### src/rtl/div_unit_pkg.sv
// Shared encodings for the multi-cycle DIV/DIVU engine: FSM states, EX op codes
// and ready levels.
package div_unit_pkg;

    typedef enum logic [1:0] {
        DivFree   = 2'b00,
        DivByZero = 2'b01,
        DivOn     = 2'b10,
        DivEnd    = 2'b11
    } div_state_e;

    localparam logic [7:0] ExeDivOp  = 8'b0001_1010;
    localparam logic [7:0] ExeDivuOp = 8'b0001_1011;

    localparam logic DivResultReady    = 1'b1;
    localparam logic DivResultNotReady = 1'b0;

endpackage

### src/rtl/div_unit.sv
// Radix-2 restoring divider for MIPS DIV/DIVU: one quotient bit per cycle,
// result {remainder, quotient} destined for HI/LO.
module div_unit
    import div_unit_pkg::*;
#(
    parameter int unsigned WIDTH = 32
) (
    input  logic               clk,
    input  logic               resetn,
    input  logic               start,
    input  logic               signed_div,
    input  logic [WIDTH-1:0]   opdata1,
    input  logic [WIDTH-1:0]   opdata2,
    input  logic               annul,
    output logic [2*WIDTH-1:0] result,
    output logic               ready,
    output logic               stall
);

    localparam int unsigned CntW = $clog2(WIDTH + 1);

    div_state_e         state_q, state_d;
    logic [CntW-1:0]    counter_q, counter_d;
    logic [WIDTH-1:0]   dvd_q, dvd_d;   // dividend magnitude, shifts into quotient
    logic [WIDTH-1:0]   dvs_q, dvs_d;
    logic [WIDTH-1:0]   rem_q, rem_d;
    logic               neg_quo_q, neg_quo_d;
    logic               neg_rem_q, neg_rem_d;
    logic               ready_q, ready_d;
    logic [2*WIDTH-1:0] result_q, result_d;

    logic [WIDTH:0]     shifted;
    logic [WIDTH:0]     diff;
    logic [WIDTH-1:0]   quo_fix;
    logic [WIDTH-1:0]   rem_fix;

    // Wrap-around negation keeps |0x80000000| = 0x80000000 as an unsigned magnitude.
    always_comb begin
        shifted = {rem_q, dvd_q[WIDTH-1]};
        diff    = shifted - {1'b0, dvs_q};
        quo_fix = neg_quo_q ? -dvd_q : dvd_q;
        rem_fix = neg_rem_q ? -rem_q : rem_q;
    end

    always_comb begin
        state_d   = state_q;
        counter_d = counter_q;
        dvd_d     = dvd_q;
        dvs_d     = dvs_q;
        rem_d     = rem_q;
        neg_quo_d = neg_quo_q;
        neg_rem_d = neg_rem_q;
        ready_d   = DivResultNotReady;
        result_d  = result_q;

        case (state_q)
            DivFree: begin
                // A high ready_q means start still belongs to the op just finished.
                if (start && !annul && !ready_q) begin
                    state_d   = (opdata2 == '0) ? DivByZero : DivOn;
                    counter_d = '0;
                    rem_d     = '0;
                    dvd_d     = (signed_div && opdata1[WIDTH-1]) ? -opdata1 : opdata1;
                    dvs_d     = (signed_div && opdata2[WIDTH-1]) ? -opdata2 : opdata2;
                    neg_quo_d = signed_div && (opdata1[WIDTH-1] ^ opdata2[WIDTH-1]);
                    neg_rem_d = signed_div && opdata1[WIDTH-1];
                end
            end
            DivByZero: begin
                if (annul) begin
                    state_d = DivFree;
                end else begin
                    dvd_d     = '0;
                    rem_d     = '0;
                    neg_quo_d = 1'b0;
                    neg_rem_d = 1'b0;
                    state_d   = DivEnd;
                end
            end
            DivOn: begin
                if (annul) begin
                    state_d = DivFree;
                end else begin
                    if (!diff[WIDTH]) begin
                        rem_d = diff[WIDTH-1:0];
                    end else begin
                        rem_d = shifted[WIDTH-1:0];
                    end
                    dvd_d     = {dvd_q[WIDTH-2:0], ~diff[WIDTH]};
                    counter_d = counter_q + CntW'(1);
                    if (counter_q == CntW'(WIDTH - 1)) begin
                        state_d = DivEnd;
                    end
                end
            end
            DivEnd: begin
                state_d = DivFree;
                if (!annul) begin
                    ready_d  = DivResultReady;
                    result_d = {rem_fix, quo_fix};
                end
            end
            default: state_d = DivFree;
        endcase
    end

    always_ff @(posedge clk or negedge resetn) begin
        if (!resetn) begin
            state_q   <= DivFree;
            counter_q <= '0;
            dvd_q     <= '0;
            dvs_q     <= '0;
            rem_q     <= '0;
            neg_quo_q <= 1'b0;
            neg_rem_q <= 1'b0;
            ready_q   <= DivResultNotReady;
            result_q  <= '0;
        end else begin
            state_q   <= state_d;
            counter_q <= counter_d;
            dvd_q     <= dvd_d;
            dvs_q     <= dvs_d;
            rem_q     <= rem_d;
            neg_quo_q <= neg_quo_d;
            neg_rem_q <= neg_rem_d;
            ready_q   <= ready_d;
            result_q  <= result_d;
        end
    end

    assign result = result_q;
    assign ready  = ready_q;
    assign stall  = start & ~ready_q;

endmodule

### config.mk
export PLATFORM = sky130hd
export DESIGN_NAME = div_unit
export DESIGN_NICKNAME = d
export VERILOG_FILES = /design/src/rtl/div_unit_pkg.sv /design/src/rtl/div_unit.sv
export SDC_FILE = /design/constraint.sdc
export NUM_CORES = 1
export LEC_CHECK = 0
export BUFFER_PORTS_ARGS = -buffer_cell sky130_fd_sc_hd__buf_2
export CAP_MARGIN = 20
export CORE_MARGIN = 2
export CORE_UTILIZATION = 26
export DETAILED_ROUTE_END_ITERATION = 7
export PLACE_DENSITY_LB_ADDON = 0.12
export SETUP_SLACK_MARGIN = 0.5
export SYNTH_ARGS = -nofsm -noshare
export SYNTH_HDL_FRONTEND = slang
export SYNTH_SLANG_ARGS = --single-unit
### constraint.sdc
create_clock -name clk -period 3.5 [get_ports clk]
set_input_delay 0.35 -clock clk [delete_from_list [all_inputs] [get_ports clk]]
set_output_delay 0.35 -clock clk [all_outputs]
set_load 0.02 [all_outputs]
==> reports/qor.txt, run 1 <==
Status = completed
GRT Max-Usage Layer = met1
ANT cells = 0
Hold Slack = 0.1872 ns
Gr usage total = 15.29%
Detailed Route WL = 34110 um
Antenna Nets Post-Route = 0
HP Start = opdata2[1]
Antenna violations before repair = 0
Core ar. = 43170 sq um
Synth warnings = 0
Compound-Gate Fraction of Synth Area = 22.97%
Row cnt = 76
Hold Vio Cnt, Final = 0
DR DRC count = 0
Grt met2 use = 22.12%
Fin util = 32.30%
Lkg Pwr = 0.006279 uW
Mux contribution to synthesized area = 0.9682%
Avg Cell Area, Syn = 8.146 sq um
Post-route clock period utilization = 87.26%
Crit path cell chain = inv_2 > ha_4 > fa_2 > nor2b_4 > o31a_1 > o31a_1 > o22a_1 > a311oi_2 > a211oi_4 > buf_6 > or2_4 > a2111oi_4 > a221o_1
Yosys reg bits = 171
Vias after detailed routing = 10.04k
Slew Viols, Final = 0
Worst setup path class = reg -> reg
CP max FO = 4
GR Util met3 = 2.015%
Top cell type's share of synthesized area = 37.63%
Worst-Skew Late Latency = 0.45 ns
Vias per cell = 4.704
Synth area leaders = dfrtp_1 38%, o21ai_0 7.3%, nand2_1 6.8%
CP startpoint kind = register
Worst Hold Class = in -> reg
Initial Util = 26.34%
Post-DP HPWL = 25730 um
Most frequent cells in the layout = 206 x nand2_1, 164 x o21ai_0, 163 x dfrtp_1
Number of clock sinks = 171
XOR/XNOR share of the synthesized area = 10.78%
Die W = 213.1 um
Layout cell share with drive strength beyond 1 = 18.77%
Yosys cell types = 68
Total Negative Setup Slacks = 0 ns
Clk_skew = 0.01028 ns
Commonest non-fill, non-tap cell in the layout = nand2_1
Mean routed wirelength per cell = 15.98 um
Vias in the first global route = 9454
Die footprint = 45430 sq um
Worst Setup End Kind = register
Final setup fails = 0
Simple-Gate Fraction of Synth Area = 18.54%
First-pass DRT Iterations = 4
Post-synth EDFFs = 0
Worst-case clock buffer depth = 2
I/O pin count = 135
Sequential standard cell area = 4289 sq um
Relative slew slack = 35.43%
Mapped Area = 11370 sq um
GRT met1 Usage = 23.52%
Place WS = 0.2018 ns
Worst path slowest cell = dfrtp_1
Dominant synthesized flop cell = dfrtp_1
Critical Path AT = 3.44 ns
CTS Buf Count = 17
IO Port Bufs = 134
Post-synthesis adder-cell area fraction = 4.797%
Htree depth = 4
Max Freq = 327.4 MHz
Largest net degree at the start of global routing = 67
Ys async rst share = 100.0%
Worst Path Required = 3.88 ns
CTS root buffer = clkbuf_16
Worst slew pin tran = 0.9662 ns
First-pass GRT wire length = 53990 um
Clk slew on worst S/H paths = 0.07 ns
Most common cell on crit path = o31a_1
1st-iter DRT viols = 474
P&R area growth vs syn = 22.63%
Cell taking the most area after synthesis = dfrtp_1
Pwr per Cell Area = 1016 nW/um^2
Grt total ovfl = 0
Net Count, Synth = 1508
CTS tree = done
Largest family of logic cells by synthesized area = compound AO/OA/AOI/OAI gates
RD Place Congestion = 0.8049
Max-cap violations = 0
Post-layout nets = 1649
Critical path origin = dvd_q[31]$_DFFE_PN0P_
Max rail drop VDD = 0.3878 mV
Final Critical Period = 3.054 ns
RR Startpoint = dvd_q[31]$_DFFE_PN0P_
RSZ-0062 raised after global routing = true
Multi-input gate area = 6870 sq um
Die height = 213.1 um
Max stage delay on crit path = 0.40 ns
Sequential area share after synthesis = 37.63%
Worst setup margin = 0.4458 ns
Fill cells = 4669
Cells after Synth = 1396
power breakdown:
group	leakage [uW]	total, uW	switching (uW)	internal, uW
clock network	0.000307	2070	842	1230
logic	0.00374	8610	5070	3540
registers	0.00223	3490	752	2740
total	0.00628	14200	6670	7510
synth_stat cells (10+ instances only):
master,count
o31ai_1,16
nor3_1,22
nand2_1,207
dfrtp_1,171
mux2i_1,11
o21ai_1,52
nand2b_1,11
o21ai_0,165
ha_1,42
clkbuf_1,62
inv_1,56
o41ai_1,14
a21oi_1,116
xor2_1,77
xnor2_1,63
nor2b_1,11
a31oi_1,10
or3_1,15
nand3_1,18
a21o_1,15
nor2_1,94
and3_1,14
nor4_1,11
routing by layer:
| metal | part of all wire (%) | vias to the layer above | routed length, um |
|---|---|---|---|
| li1 | - | 5190 | - |
| met1 | 54 | 4662 | 18390 |
| met2 | 42 | 171 | 14290 |
| met3 | 3.1 | 21 | 1048 |
| met4 | 1.1 | 0 | 391 |
| met5 | 0 | - | 0 |
critical path, delay by kind of cell (launching register included):
| kind | cells | cell delay, ns |
|---|---|---|
| DFF | 1 | 0.40 |
| adders and majority gates | 2 | 0.36 |
| buffers and inverters | 2 | 0.25 |
| AOI/OAI and AO/OA | 7 | 1.67 |
| and+or+nand+nor | 2 | 0.31 |
cells by family (layout without fill, tap and decap cells):
kind of cell,after synthesis,after routing
adder cells (fa/ha/maj),43,43
XOR/XNOR,140,140
flip-flops,171,171
buffers and inverters,129,283
AO/OA/AOI/OAI,451,451
multiplexers,11,11
AND/OR/NAND/NOR,451,451
sequential cells by signal, summed over array words and instances (netlist names):
register / cells
counter_q: 6
dvd_q: 32
dvs_q: 32
neg_quo_q: 1
neg_rem_q: 1
ready: 1
rem_q: 32
result: 64
state_q: 2
per-stage QoR:
step | cell area (sq um) | power [uW] | cells
5_1_grt | 13950 | 15510 | 2135
6_report | 13950 | 14180 | 2135
4_1_cts | 13620 | 13850 | 2118
3_3_place_gp | 12820 | 11410 | 2078
3_5_place_dp | 12820 | 11420 | 2078
2_1_floorplan | 11370 | 8953 | 1396
what timing repair did:
item                                    CTS  global route
pin swaps                                 4            13
hold endpoints to repair                 57             0
hold buffers                              1             0
resized for setup                        22            41
setup buffers                             6            17
cloned                                    1             0
endpoints found under the setup margin   33            40
path summary, 6_finish.rpt:
check / to / slack [ns] / depth (start not counted)
worst max register to register: rem_q[30]$_DFFE_PN0P_ / 0.45 / 13
worst max-delay path: rem_q[30]$_DFFE_PN0P_ / 0.45 / 13
min in group asynchronous: result[34]$_DFFE_PN0P_ / 0.46 / 2
worst min-delay path: dvs_q[1]$_DFFE_PN0P_ / 0.19 / 3
max in group asynchronous: dvd_q[12]$_DFFE_PN0P_ / 2.23 / 3
worst min register to register: result[20]$_DFFE_PN0P_ / 0.47 / 2
area by class of cell:
type | instances | area share [%]
well taps | 585 | 5.249
inverters | 57 | 1.534
flip-flops and latches | 171 | 30.76
clock inverters | 11 | 1.184
clock buffers | 21 | 3.302
repair buffers | 194 | 8.712
multi-input cells | 1096 | 49.26
Power figures use the tool's default switching activity.
==> inputs of run 2 (changes only) <==
--- a/config.mk
+++ b/config.mk
@@ -5,7 +5,7 @@
 export SDC_FILE = /design/constraint.sdc
 export NUM_CORES = 1
 export LEC_CHECK = 0
-export BUFFER_PORTS_ARGS = -buffer_cell sky130_fd_sc_hd__buf_2
+export BUFFER_PORTS_ARGS = -buffer_cell sky130_fd_sc_hd__buf_4
 export CAP_MARGIN = 20
 export CORE_MARGIN = 2
 export CORE_UTILIZATION = 26
==> reports/qor.txt, run 2 (synthesis gave the netlist of run 1 again) <==
Status = completed
Die W = 213.1 um
Max Freq = 336.8 MHz
Worst setup path class = reg -> reg
Clk slew on worst S/H paths = 0.07 ns
Max reg flops = 64
Clk_skew = 0.01541 ns
Initial Util = 26.34%
I/O pin count = 135
Post-layout nets = 1645
Worst-case clock buffer depth = 2
Lkg Pwr = 0.006315 uW
RR Startpoint = dvs_q[0]$_DFFE_PN0P_
CP startpoint kind = register
Die footprint = 45430 sq um
Max rail drop VDD = 0.3978 mV
Worst Setup End Kind = register
1st-iter DRT viols = 527
Die height = 213.1 um
HP Start = opdata2[1]
Post-DP HPWL = 26220 um
Sequential standard cell area = 4294 sq um
RSZ-0062 raised after global routing = true
First-pass DRT Iterations = 5
Core ar. = 43170 sq um
Fin util = 33.14%
Pwr per Cell Area = 1018 nW/um^2
CTS root buffer = clkbuf_16
Commonest non-fill, non-tap cell in the layout = nand2_1
Layout cell share with drive strength beyond 1 = 19.08%
CP max FO = 6
Critical Path AT = 3.36 ns
Max-cap violations = 0
Slew Viols, Final = 0
Hold Vio Cnt, Final = 0
Dpl cell area = 13160 sq um
Most frequent cells in the layout = 205 x nand2_1, 176 x buf_4, 164 x o21ai_0
Antenna violations before repair = 0
Fill cells = 4656
Grt total ovfl = 0
Worst Path Required = 3.89 ns
Antenna Nets Post-Route = 0
Number of clock sinks = 171
CTS tree = done
Post-route cell area = 14310 sq um
RD Place Congestion = 0.8211
Hold path depth = 3
Worst R2R Path Depth = 12
Post-route clock period utilization = 84.83%
R2r endpoint = rem_q[30]$_DFFE_PN0P_
DR DRC count = 0
Hold Slack = 0.1876 ns
Row cnt = 76
Worst slew pin tran = 0.9852 ns
Relative slew slack = 34.16%
CTS Buf Count = 17
Critical path origin = dvs_q[0]$_DFFE_PN0P_
Largest net degree at the start of global routing = 72
Worst-Skew Late Latency = 0.45 ns
Detailed Route WL = 35010 um
IO Port Bufs = 134
WHS Endpoint = dvs_q[1]$_DFFE_PN0P_
Final Critical Period = 2.969 ns
Mean routed wirelength per cell = 16.42 um
First-pass GRT wire length = 55360 um
R2R setup slack = 0.53 ns
Gr usage total = 15.58%
Vias per cell = 4.778
Worst Hold Class = in -> reg
Htree depth = 4
P&R area growth vs syn = 25.82%
Vias after detailed routing = 10.19k
Multi-input gate area = 6897 sq um
Total Negative Setup Slacks = 0 ns
Final setup fails = 0
Vias in the first global route = 9748
## run 2: cell types whose count changed in the layout (fill, tap and decap cells not counted), sizes merged
cell | previous run | this run
clkinvlp | 1 | 5
clkbuf | 21 | 19
clkinv | 5 | 3
inv | 58 | 61
diode | 0 | 1
bufinv | 4 | 3
buf | 193 | 187
## run 2: what timing repair did
action                                  4_1_cts  5_1_grt
setup buffers                                 6       12
hold buffers                                  1        0
endpoints found under the hold margin        68        0
pin swaps                                     6       11
endpoints found under the setup margin       34       39
cloned                                        1        3
gates resized for setup                      19       48
## run 2: report_power, final
part / total (uW) / internal, uW / switching, uW
Clock: 2050 / 1140 / 913
Combinational: 8990 / 3820 / 5170
Sequential: 3530 / 2740 / 787
## run 2: final cells by class
class | instances | area share (%)
Antenna cell | 1 | 0.01749
Clock inverter | 15 | 1.312
Tap cell | 585 | 5.115
Sequential cell | 171 | 30.01
Timing Repair Buffer | 190 | 10.88
Multi-Input combinational cell | 1096 | 48.20
Inverter | 57 | 1.495
Clock buffer | 17 | 2.973
## run 2: metrics by stage
step	instances	setup slack, ns	power, uW
floorplan	1396	0.5400	8953
global placement	2076	0.3265	11650
CTS	2116	0.4964	14040
global route	2131	0.4194	15810
detailed placement	2076	0.2759	11690
finish	2132	0.5311	14570
## run 2: worst max path at each step
stage | end | cells past startpoint | slack (ns)
global route | rem_q[30]$_DFFE_PN0P_ | 11 | 0.42
floorplan | rem_q[30]$_DFFE_PN0P_ | 11 | 0.54
detailed placement | rem_q[27]$_DFFE_PN0P_ | 11 | 0.28
CTS | rem_q[0]$_DFFE_PN0P_ | 13 | 0.50
global placement | rem_q[27]$_DFFE_PN0P_ | 11 | 0.33
finish | rem_q[30]$_DFFE_PN0P_ | 12 | 0.53
## run 2: per-layer routing
metal | up-vias | GRT usage [%] | routed length, um
li1 | 5167 | - | -
met1 | 4807 | 23.82 | 18850
met2 | 185 | 22.80 | 14590
met3 | 27 | 2.044 | 1118
met4 | 0 | 4.071 | 452
met5 | - | 0 | 0
## run 2: worst max-delay path, cell delays in order, from the launching register on
cell and delay [ns]:
dfrtp_2 0.44, ha_4 0.16, fa_2 0.22, nor2b_4 0.05, o31a_1 0.31, o31a_1 0.36, o22a_1 0.26, a311oi_2 0.29
a211oi_4 0.07, buf_6 0.13, or2_4 0.26, a2111oi_4 0.19, a221o_1 0.15
